[src/rtl/calc_dispatcher.sv]
// rtl/calc_dispatcher.sv - request sequencer between menu FSM and matrix calculator core
// Optional watchdog in WAIT: define CALC_TIMEOUT_EN
module calc_dispatcher #(
  parameter int unsigned MAX_DIM        = 5,
  parameter int unsigned TIMEOUT_CYCLES = 4096
) (
  input  logic        clk,
  input  logic        rst,
  input  logic        i_req,
  input  logic [2:0]  i_op_code,
  input  logic [7:0]  i_op1_addr,
  input  logic [7:0]  i_op2_addr,
  input  logic [7:0]  i_res_addr,
  input  logic [31:0] i_op1_m,
  input  logic [31:0] i_op1_n,
  input  logic [31:0] i_op2_m,
  input  logic [31:0] i_op2_n,
  output logic        o_busy,
  output logic        o_start_calc,
  output logic [2:0]  o_op_code,
  output logic [7:0]  o_op1_addr,
  output logic [7:0]  o_op2_addr,
  output logic [7:0]  o_res_addr,
  output logic [31:0] o_op1_m,
  output logic [31:0] o_op1_n,
  output logic [31:0] o_op2_m,
  output logic [31:0] o_op2_n,
  input  logic        i_calc_done,
  output logic        o_core_sel,
  output logic        o_done,
  output logic        o_err,
  output logic [2:0]  o_err_code,
  output logic [31:0] o_res_m,
  output logic [31:0] o_res_n
);

  typedef enum logic [2:0] {
    S_IDLE,
    S_CHECK,
    S_START,
    S_WAIT,
    S_DONE,
    S_ERR
  } state_t;

  localparam logic [2:0] OP_TRANSPOSE = 3'b000;
  localparam logic [2:0] OP_ADD       = 3'b001;
  localparam logic [2:0] OP_MULTIPLY  = 3'b010;
  localparam logic [2:0] OP_SCALAR    = 3'b011;

  localparam logic [2:0] ERR_NONE     = 3'b000;
  localparam logic [2:0] ERR_OP       = 3'b001;
  localparam logic [2:0] ERR_RANGE    = 3'b010;
  localparam logic [2:0] ERR_MISMATCH = 3'b011;
  localparam logic [2:0] ERR_TIMEOUT  = 3'b100;

  state_t      state;
  state_t      state_next;
  logic [2:0]  err_code;
  logic [2:0]  chk_code;
  logic [31:0] chk_m;
  logic [31:0] chk_n;
  logic        use_op2;
  logic        wd_expire;

  // Full-width range test, so oversized dimensions never alias into range
  function automatic logic dim_ok(input logic [31:0] d);
    return (d >= 32'd1) && (d <= 32'(MAX_DIM));
  endfunction

  // Validate the latched request in priority order and derive result dims
  always_comb begin
    chk_code = ERR_NONE;
    chk_m    = '0;
    chk_n    = '0;
    use_op2  = (o_op_code != OP_TRANSPOSE);
    if (o_op_code > OP_SCALAR) begin
      chk_code = ERR_OP;
    end else if (!dim_ok(o_op1_m) || !dim_ok(o_op1_n) ||
                 (use_op2 && (!dim_ok(o_op2_m) || !dim_ok(o_op2_n)))) begin
      chk_code = ERR_RANGE;
    end else begin
      case (o_op_code)
        OP_TRANSPOSE: begin
          chk_m = o_op1_n;
          chk_n = o_op1_m;
        end
        OP_ADD: begin
          if ((o_op1_m != o_op2_m) || (o_op1_n != o_op2_n)) begin
            chk_code = ERR_MISMATCH;
          end else begin
            chk_m = o_op1_m;
            chk_n = o_op1_n;
          end
        end
        OP_MULTIPLY: begin
          if (o_op1_n != o_op2_m) begin
            chk_code = ERR_MISMATCH;
          end else begin
            chk_m = o_op1_m;
            chk_n = o_op2_n;
          end
        end
        default: begin
          if ((o_op2_m != 32'd1) || (o_op2_n != 32'd1)) begin
            chk_code = ERR_MISMATCH;
          end else begin
            chk_m = o_op1_m;
            chk_n = o_op1_n;
          end
        end
      endcase
    end
  end

`ifdef CALC_TIMEOUT_EN
  logic [31:0] wd_count;

  // Count WAIT cycles; START clears it so every run starts from zero
  always_ff @(posedge clk or posedge rst) begin
    if (rst) begin
      wd_count <= '0;
    end else if (state == S_START) begin
      wd_count <= '0;
    end else if (state == S_WAIT) begin
      wd_count <= wd_count + 32'd1;
    end
  end

  assign wd_expire = (state == S_WAIT) && (wd_count == 32'(TIMEOUT_CYCLES - 1));
`else
  logic [31:0] unused_timeout;
  assign unused_timeout = 32'(TIMEOUT_CYCLES);
  assign wd_expire      = 1'b0;
`endif

  // State register
  always_ff @(posedge clk or posedge rst) begin
    if (rst) begin
      state <= S_IDLE;
    end else begin
      state <= state_next;
    end
  end

  // Next-state and per-state control outputs; completion beats the watchdog
  always_comb begin
    state_next   = state;
    o_busy       = 1'b1;
    o_start_calc = 1'b0;
    o_core_sel   = 1'b0;
    o_done       = 1'b0;
    o_err        = 1'b0;
    case (state)
      S_IDLE: begin
        o_busy = 1'b0;
        if (i_req) state_next = S_CHECK;
      end
      S_CHECK: begin
        state_next = (chk_code != ERR_NONE) ? S_ERR : S_START;
      end
      S_START: begin
        o_start_calc = 1'b1;
        o_core_sel   = 1'b1;
        state_next   = S_WAIT;
      end
      S_WAIT: begin
        o_core_sel = 1'b1;
        if (i_calc_done) state_next = S_DONE;
        else if (wd_expire) state_next = S_ERR;
      end
      S_DONE: begin
        o_done     = 1'b1;
        state_next = S_IDLE;
      end
      S_ERR: begin
        o_done     = 1'b1;
        o_err      = 1'b1;
        state_next = S_IDLE;
      end
      default: begin
        o_busy     = 1'b0;
        state_next = S_IDLE;
      end
    endcase
  end

  // Latch request fields on acceptance; record check outcome and timeout code
  always_ff @(posedge clk or posedge rst) begin
    if (rst) begin
      o_op_code  <= '0;
      o_op1_addr <= '0;
      o_op2_addr <= '0;
      o_res_addr <= '0;
      o_op1_m    <= '0;
      o_op1_n    <= '0;
      o_op2_m    <= '0;
      o_op2_n    <= '0;
      err_code   <= ERR_NONE;
      o_res_m    <= '0;
      o_res_n    <= '0;
    end else begin
      if ((state == S_IDLE) && i_req) begin
        o_op_code  <= i_op_code;
        o_op1_addr <= i_op1_addr;
        o_op2_addr <= i_op2_addr;
        o_res_addr <= i_res_addr;
        o_op1_m    <= i_op1_m;
        o_op1_n    <= i_op1_n;
        o_op2_m    <= i_op2_m;
        o_op2_n    <= i_op2_n;
        err_code   <= ERR_NONE;
        o_res_m    <= '0;
        o_res_n    <= '0;
      end
      if (state == S_CHECK) begin
        err_code <= chk_code;
        o_res_m  <= chk_m;
        o_res_n  <= chk_n;
      end
      if ((state == S_WAIT) && !i_calc_done && wd_expire) begin
        err_code <= ERR_TIMEOUT;
        o_res_m  <= '0;
        o_res_n  <= '0;
      end
    end
  end

  assign o_err_code = err_code;

endmodule

[config.mk]
export PLATFORM = sky130hd
export DESIGN_NAME = calc_dispatcher
export DESIGN_NICKNAME = d
export VERILOG_FILES = /design/src/rtl/calc_dispatcher.sv
export SDC_FILE = /design/constraint.sdc
export NUM_CORES = 1
export LEC_CHECK = 0
export ABC_CLOCK_PERIOD_IN_PS = 9590
export BUFFER_PORTS_ARGS = -buffer_cell sky130_fd_sc_hd__buf_2
export CORE_MARGIN = 5
export CORE_UTILIZATION = 51
export CTS_BUF_LIST = sky130_fd_sc_hd__clkbuf_2
export DETAILED_ROUTE_END_ITERATION = 8
export PLACE_DENSITY = 0.83
export SLEW_MARGIN = 20
export SYNTH_ARGS = -nofsm -noshare
export SYNTH_HDL_FRONTEND = slang
export SYNTH_SLANG_ARGS = --single-unit
[constraint.sdc]
create_clock -name clk -period 9.59 [get_ports clk]
set_clock_uncertainty 0.1 [all_clocks]
set_input_delay 2.3975 -clock clk [delete_from_list [all_inputs] [get_ports clk]]
set_output_delay 2.3975 -clock clk [all_outputs]
set_load 0.05 [all_outputs]
== After elaboration in Yosys (flattened, before gate mapping) ==
Cells that the tools add are included.

* Reductions and logical operators: 24
* Muxes and demuxes: 32
* Equal/unequal tests: 14
* Order comparisons: 9

{| class="wikitable"
|+ Operators with widths
! cell !! count
|-
| $mux W32 || 13
|-
| $pmux W32 S3 || 2
|-
| $ge A32 B1 Y1 const B || 4
|-
| $le A32 B3 Y1 const B || 4
|-
| $ne A32 B32 Y1 || 3
|-
| $ne A32 B1 Y1 const B || 2
|-
| $mux W3 || 6
|-
| $pmux W3 S4 || 1
|-
| $eq A3 B2 Y1 const B || 3
|-
| $mux W2 || 4
|-
| $eq A3 B1 Y1 const B || 2
|-
| $eq A3 B3 Y1 const B || 2
|-
| $logic_and A1 B1 Y1 || 6
|-
| $logic_not A3 Y1 || 2
|-
| $pmux W2 S3 || 1
|-
| $reduce_bool A3 Y1 || 2
|-
| $logic_or A1 B1 Y1 || 5
|-
| $mux W1 || 5
|-
| $reduce_or A5 Y1 || 1
|-
| $logic_not A1 Y1 || 4
|-
| $ne A2 B2 Y1 const B || 2
|-
| $reduce_or A2 Y1 || 2
|-
| $gt A3 B2 Y1 const B || 1
|-
| $reduce_and A2 Y1 || 1
|-
| $reduce_bool A2 Y1 || 1
|}

* Register bits: 225
* Logic and storage cells: 91

== Depth between registers and ports, before layout ==
Gate-level depths: netlist of the first run.

* Depth in word-level cells: 11
* Mapped depth: 9
* Depth with buffers taken out: 7

== Least setup slack after synthesis of the first run ==
No wires, ideal clock.

* Path type: register -> output
* Start point: reg state[1]
* End point: out o_busy
* Path slack: 5.703 ns
* Cell stages (with the launch flop): 4
* Buffers on the path: 1
* Arrival: 1.389 ns
* Required time: 7.093 ns
* Path through: dfrtp_1 clkbuf_1 nor3_1 a21oi_1

* Word-level cells in the longest chain between the ends: 3
* Elaborated cells between the ends (all ways): 7
* Classes of those cells: eq/ne (5); mux (1); reduce/logical (1)

{| class="wikitable"
|+ RTL lines
! item !! RTL line !! source
|-
| start, declared || 57 || <nowiki>state_t state;</nowiki>
|-
| start signal, assigned || 142 || <nowiki>state <= state_next;</nowiki>
|-
| $eq A3 B1 Y1, or another cell as far along || 154 || <nowiki>case (state)</nowiki>
|-
| $reduce_or A5 Y1 (no line) * || -- ||
|-
| $mux W1 * || 154 ||
|-
| end, declared || 18 || <nowiki>output logic o_busy,</nowiki>
|}

Mark *: on every way between the ends. The rest lies on a longest branch, timed or not.

== Final worst setup path of the first run ==
Same ends and word-level chain as after synthesis.

==> run metrics, run 1 <==
status finished, final reports clean; Worst R2R End o_res_n[0]; Worst slew margin 34.5%; fin area 0.0125 mm^2; flops & latches, synth 224; nets@finish 1,324; Post-Syn Area 0.00989 mm^2; f_max 224 MHz; number of antenna violations at the first check in global routing 2; number of flops mapped to enable cells by yosys 0; largest net degree at the start of global routing 145; minimum clock period 4470 ps; filler instances 1,511; total negative setup slack 0 ps; total of max-cap violations 0; first-pass GRT wire length 48,900 um; row cnt 51; cell taking the most area after synthesis dfrtp_1; Synth Area in Adders 0%; DR pass1 iterations 7; Synth Net Count 917; Die Span X 149 um; critical path launch point type flop; Syn Area/Cell 13.0 um^2; input/output buffers 384; CP Data Required Time 7090 ps; most frequent cell after synthesis dfrtp_1; wire per inst 22.2 um; 1st-iter DRT viols 518; DPL Wire Length 24,700 um; post-CTS setup buffer count 0; FF-to-FF path depth 8; hold path endpoint o_res_m[1]; final antenna-violating net count 0; area of the multi-input gates 0.00404 mm^2; Clk Latency, worst-skew pair 800 ps; slowest stage delay, CP 480 ps; Ports 386; Main synth FF type dfrtp_1; Synth Area in XOR/XNOR 8.50%; Synth Instances 758; Die Area 0.0223 mm^2; reg2reg start state[1]; Worst Path Arrival 1970 ps; Synth Area in Simple Gates 12.2%; RSZ-0062 raised after global routing no; hold-fix buffers at CTS 0; crit-path cells nor3_1, a21oi_1, buf_2; vias in the first global route 8,426; CTS resizes 0; Clock Path Buffers 3; Final Setup Violations 0; Tcrit/Tclk final 46.6%; Post-Route WL 32,600 um; Synth area leaders dfrtp_1, mux2_2, xnor2_1; Worst Hold Class reg -> reg; worst slew pin tran 983 ps; CTS H-Tree Depth 2; cts bufs inserted 55; Post-synth ARST share 100%; final cell count without fillers 1,467; hold_sp o_res_m[1]; buffer and inverter count on the worst path 1; multiplexer area fraction after synthesis 17.3%; post-synth top area share 56.7%; DP Cell Count 1,372; Storage cell area 0.00561 mm^2; synth unique cells 42; initial cell density of the core 51.3%; Final Hold Vio Count 0; share of layout cells above drive strength 1 52.1%; Worst Path Max Fanout 8; flop-to-flop setup slack 6650 ps; slowest library cell on the worst path dfrtp_1; core area 0.0193 mm^2; Layout area overhead 26.5%; post-synthesis compound-gate area fraction 2.78%; WS Path Type reg -> out; critical path's top delay family flip-flops; clock sinks 224; Via-to-Cell Ratio 5.57; clk root buf clkbuf_2; WHS Path Cells 2; Seq/Total Area, Yosys 56.7%; clock-pin slew on the worst setup and hold paths 110 ps; yosys warns 0; DR vias 8,177; main combinational cell family by area after synthesis multiplexers; DRC 0; Placed Area 0.0120 mm^2; commonest cells in the netlist dfrtp_1, mux2_2, xnor2_1; gr ovfl total 0; die height 149 um; Placer Congestion 0.999; crit end category primary output; Total Routing Usage GR 28.5%; Slew Viols, Final 0; CTS tree built
-- how the worst max path moves through the flow --
stage                     slack (ps)            end  startpoint  cells past startpoint
after floorplan                  960  o_err_code[0]         rst                      1
after global placement          5130     o_res_n[0]       i_req                      8
after CTS                       5070         o_busy    state[1]                      3
after global routing            4990         o_busy    state[1]                      3
after detailed placement        5070     o_res_n[0]       i_req                      8
final                           5120         o_busy    state[1]                      3
-- flip-flops by register name (all words and copies together), names as in the netlist --
register,count
o_err_code,2
o_op1_addr,8
o_op1_m,32
o_op1_n,32
o_op2_addr,8
o_op2_m,32
o_op2_n,32
o_op_code,3
o_res_addr,8
o_res_m,32
o_res_n,32
state,3
-- worst reg2reg max path, delay by kind of cell, from the launching register on --
kind	cells	cell delay, ps
simple gates	5	1200
compound gates	2	290
flops	1	480
buf+inv	1	790
-- routing by layer --
layer / vias to the layer above / share of wire, % / track usage (%)
met1: 4027 / 39 / 36.4
met2: 470 / 50 / 47.6
met5: - / 0.061 / 0
met3: 65 / 9.2 / 8.39
li1: 3613 / - / -
met4: 2 / 2.2 / 8.15
-- logic make-up after synthesis --
group / Yosys count
other: 1
XOR/XNOR: 96
AND/OR/NAND/NOR: 198
multiplexers: 152
flip-flops: 224
AO/OA/AOI/OAI: 39
buffers and inverters: 48
-- final cells by class --
class                           instances  area share [%]
Multi-Input combinational cell        486            32.3
Clock buffer                           76            3.04
Sequential cell                       224            44.8
Tap cell                              265            2.65
Inverter                                8           0.300
Antenna cell                            1          0.0200
Clock inverter                         17            1.00
Timing Repair Buffer                  390            15.9
-- stage by stage --
stage,hold slack [ps],util (%),worst slack [ps]
global placement,373,62.1,5130
CTS,403,64.8,5070
floorplan,478,-,958
global route,415,64.9,4990
finish,407,64.9,5120
detailed placement,383,62.1,5070
-- cells in the final DEF, fill, tap and decap left out, drive strengths merged, types with 8 or more instances in the layout --
master,n
a22oi,10
and3,59
buf,390
clkbuf,76
clkinv,14
dfrtp,224
inv,9
mux2,152
nand2,24
nand4,34
nor2,11
nor3,8
nor4,49
xnor2,96
Power of run 1 is not shown: default switching activity piles up to over one toggle a cycle in this logic, so the estimate is an artifact.
==> run 2: changes to the inputs <==
- ABC_CLOCK_PERIOD_IN_PS: 9590 -> 3900
- CORE_UTILIZATION: 51 -> 46
- PLACE_DENSITY: 0.83 -> 0.79
- clock period: 9.59 -> 3.9 ns (I/O delays scaled with it)
==> run 2 against run 1 <==
  * Critical endpoint is now o_err
  * Non-clock buffer count grew 3
  * Largest cell class unchanged
  * Die area up 10%
  * Clock-buffer cell count grew 4
  * Highest routed layer unchanged
  * Critical path depth is the same
==> run metrics, run 2 (synthesis gave the netlist of run 1 again) <==
Ports 386; Total Routing Usage GR 27.3%; leakage power 6.24 nW; DR pass1 iterations 6; Worst Path Max Fanout 7; initial cell density of the core 46.9%; core area 0.0211 mm^2; Final Hold Vio Count 0; post-CTS setup buffer count 0; WS Path Type reg -> out; CTS tree built; CP Data Required Time 2820 ps; CTS H-Tree Depth 2; first-pass GRT wire length 51,200 um; RSZ-0062 raised after global routing no; largest net degree at the start of global routing 97; final antenna-violating net count 0; Placer Congestion 0.953; gr ovfl total 0; vias in the first global route 8,810; slowest library cell on the worst path dfrtp_1; hold_ws 206 ps; worst slew pin tran 835 ps; row cnt 53; Die Span X 157 um; minimum clock period 3060 ps; clk root buf clkbuf_2; Clk Latency, worst-skew pair 800 ps; total of max-cap violations 0; cts bufs inserted 57; status finished, final reports clean; Clock Path Buffers 3; total negative setup slack 0 ps; commonest non-fill, non-tap cell in the layout buf_2; slowest stage delay, CP 460 ps; Slew Viols, Final 0; Via-to-Cell Ratio 5.56; filler instances 1,785; number of antenna violations at the first check in global routing 2; 1st-iter DRT viols 671; Worst slew margin 44.3%; Final Setup Violations 0; critical path launch point type flop; critical path's top delay family flip-flops; Worst Path Arrival 1980 ps; input/output buffers 384; post-layout util 59.9%; CTS resizes 0; Layout area overhead 27.6%; Peak VDD IR 900 uV; f_max 327 MHz; Die Area 0.0245 mm^2; buffer and inverter count on the worst path 1; Tcrit/Tclk final 78.4%; DPL Wire Length 26,200 um; crit-path cells nor2b_1, and2_1, buf_2; most frequent cells in the layout buf_2, dfrtp_1, mux2_2; Worst Hold Class in -> async; wire per inst 23.1 um; crit end category primary output; pwr dens 1080 mW/mm^2; die height 157 um; hold-fix buffers at CTS 0; DRC 0; share of layout cells above drive strength 1 52.1%; clock-pin slew on the worst setup and hold paths 100 ps; nets@finish 1,329; Post-Route WL 34,300 um; DR vias 8,268; clock sinks 224
[run 2: cell count changes in the layout (fill, tap and decap cells not counted), sizes merged]
cell,change
buf,+3
clkbuf,+4
clkinv,+2
clkinvlp,+2
inv,-2
[run 2: routing by layer]
metal / GRT usage (%) / vias to the layer above / wire (um)
li1: - / 3638 / -
met1: 34.3 / 4090 / 13100
met2: 45.5 / 460 / 16800
met3: 7.72 / 78 / 3380
met4: 9.42 / 2 / 956
met5: 0 / - / 7
[run 2: power breakdown]
part / internal (mW) / switching (mW) / total [mW]
Combinational: 2.30 / 4.86 / 7.16
Clock: 0.683 / 0.946 / 1.63
Sequential: 3.16 / 1.70 / 4.85
[run 2: layout make-up]
class | count | area (um^2) | area share, %
clock inverters | 19 | 129 | 1.02
flip-flops and latches | 224 | 5610 | 44.4
inverters | 8 | 33.8 | 0.268
well taps | 275 | 344 | 2.73
clock buffers | 80 | 400 | 3.17
diodes | 1 | 2.50 | 0.0198
repair buffers | 393 | 2060 | 16.4
multi-input cells | 486 | 4040 | 32.0
[run 2: per-stage QoR]
step | power, mW | setup slack [ps] | instances | cell area [um^2]
after CTS | 13.7 | 763 | 1485 | 12600
after detailed placement | 12.0 | 1200 | 1386 | 12100
final | 13.6 | 841 | 1486 | 12600
after global routing | 14.2 | 714 | 1486 | 12600
after floorplan | 9.75 | -99.0 | 758 | 9890
after global placement | 11.9 | 1230 | 1386 | 12100
[run 2: worst reg2reg max path, cell delays in order, from the launching register on]
cell and delay, ps:
dfrtp_1 510, nor4_1 340, nand2_1 190, nor3_2 400, a41oi_2 230, nor4_4 470
nand2_4 130, a22oi_1 190
[run 2: final timing paths]
check,start,endpoint,slack (ps),cells past startpoint
setup / recovery,state[0],o_err,840,3
hold / removal,rst,o_op2_n[3],210,3
min in group clk,i_op1_n[2],o_op1_n[2],290,2
setup reg to reg,o_op2_n[3],o_res_n[1],1260,7
hold reg to reg,o_res_m[2],o_res_m[2],390,2
max in group asynchronous,rst,o_res_n[10],2840,3
(Power assumes the default switching activity.)
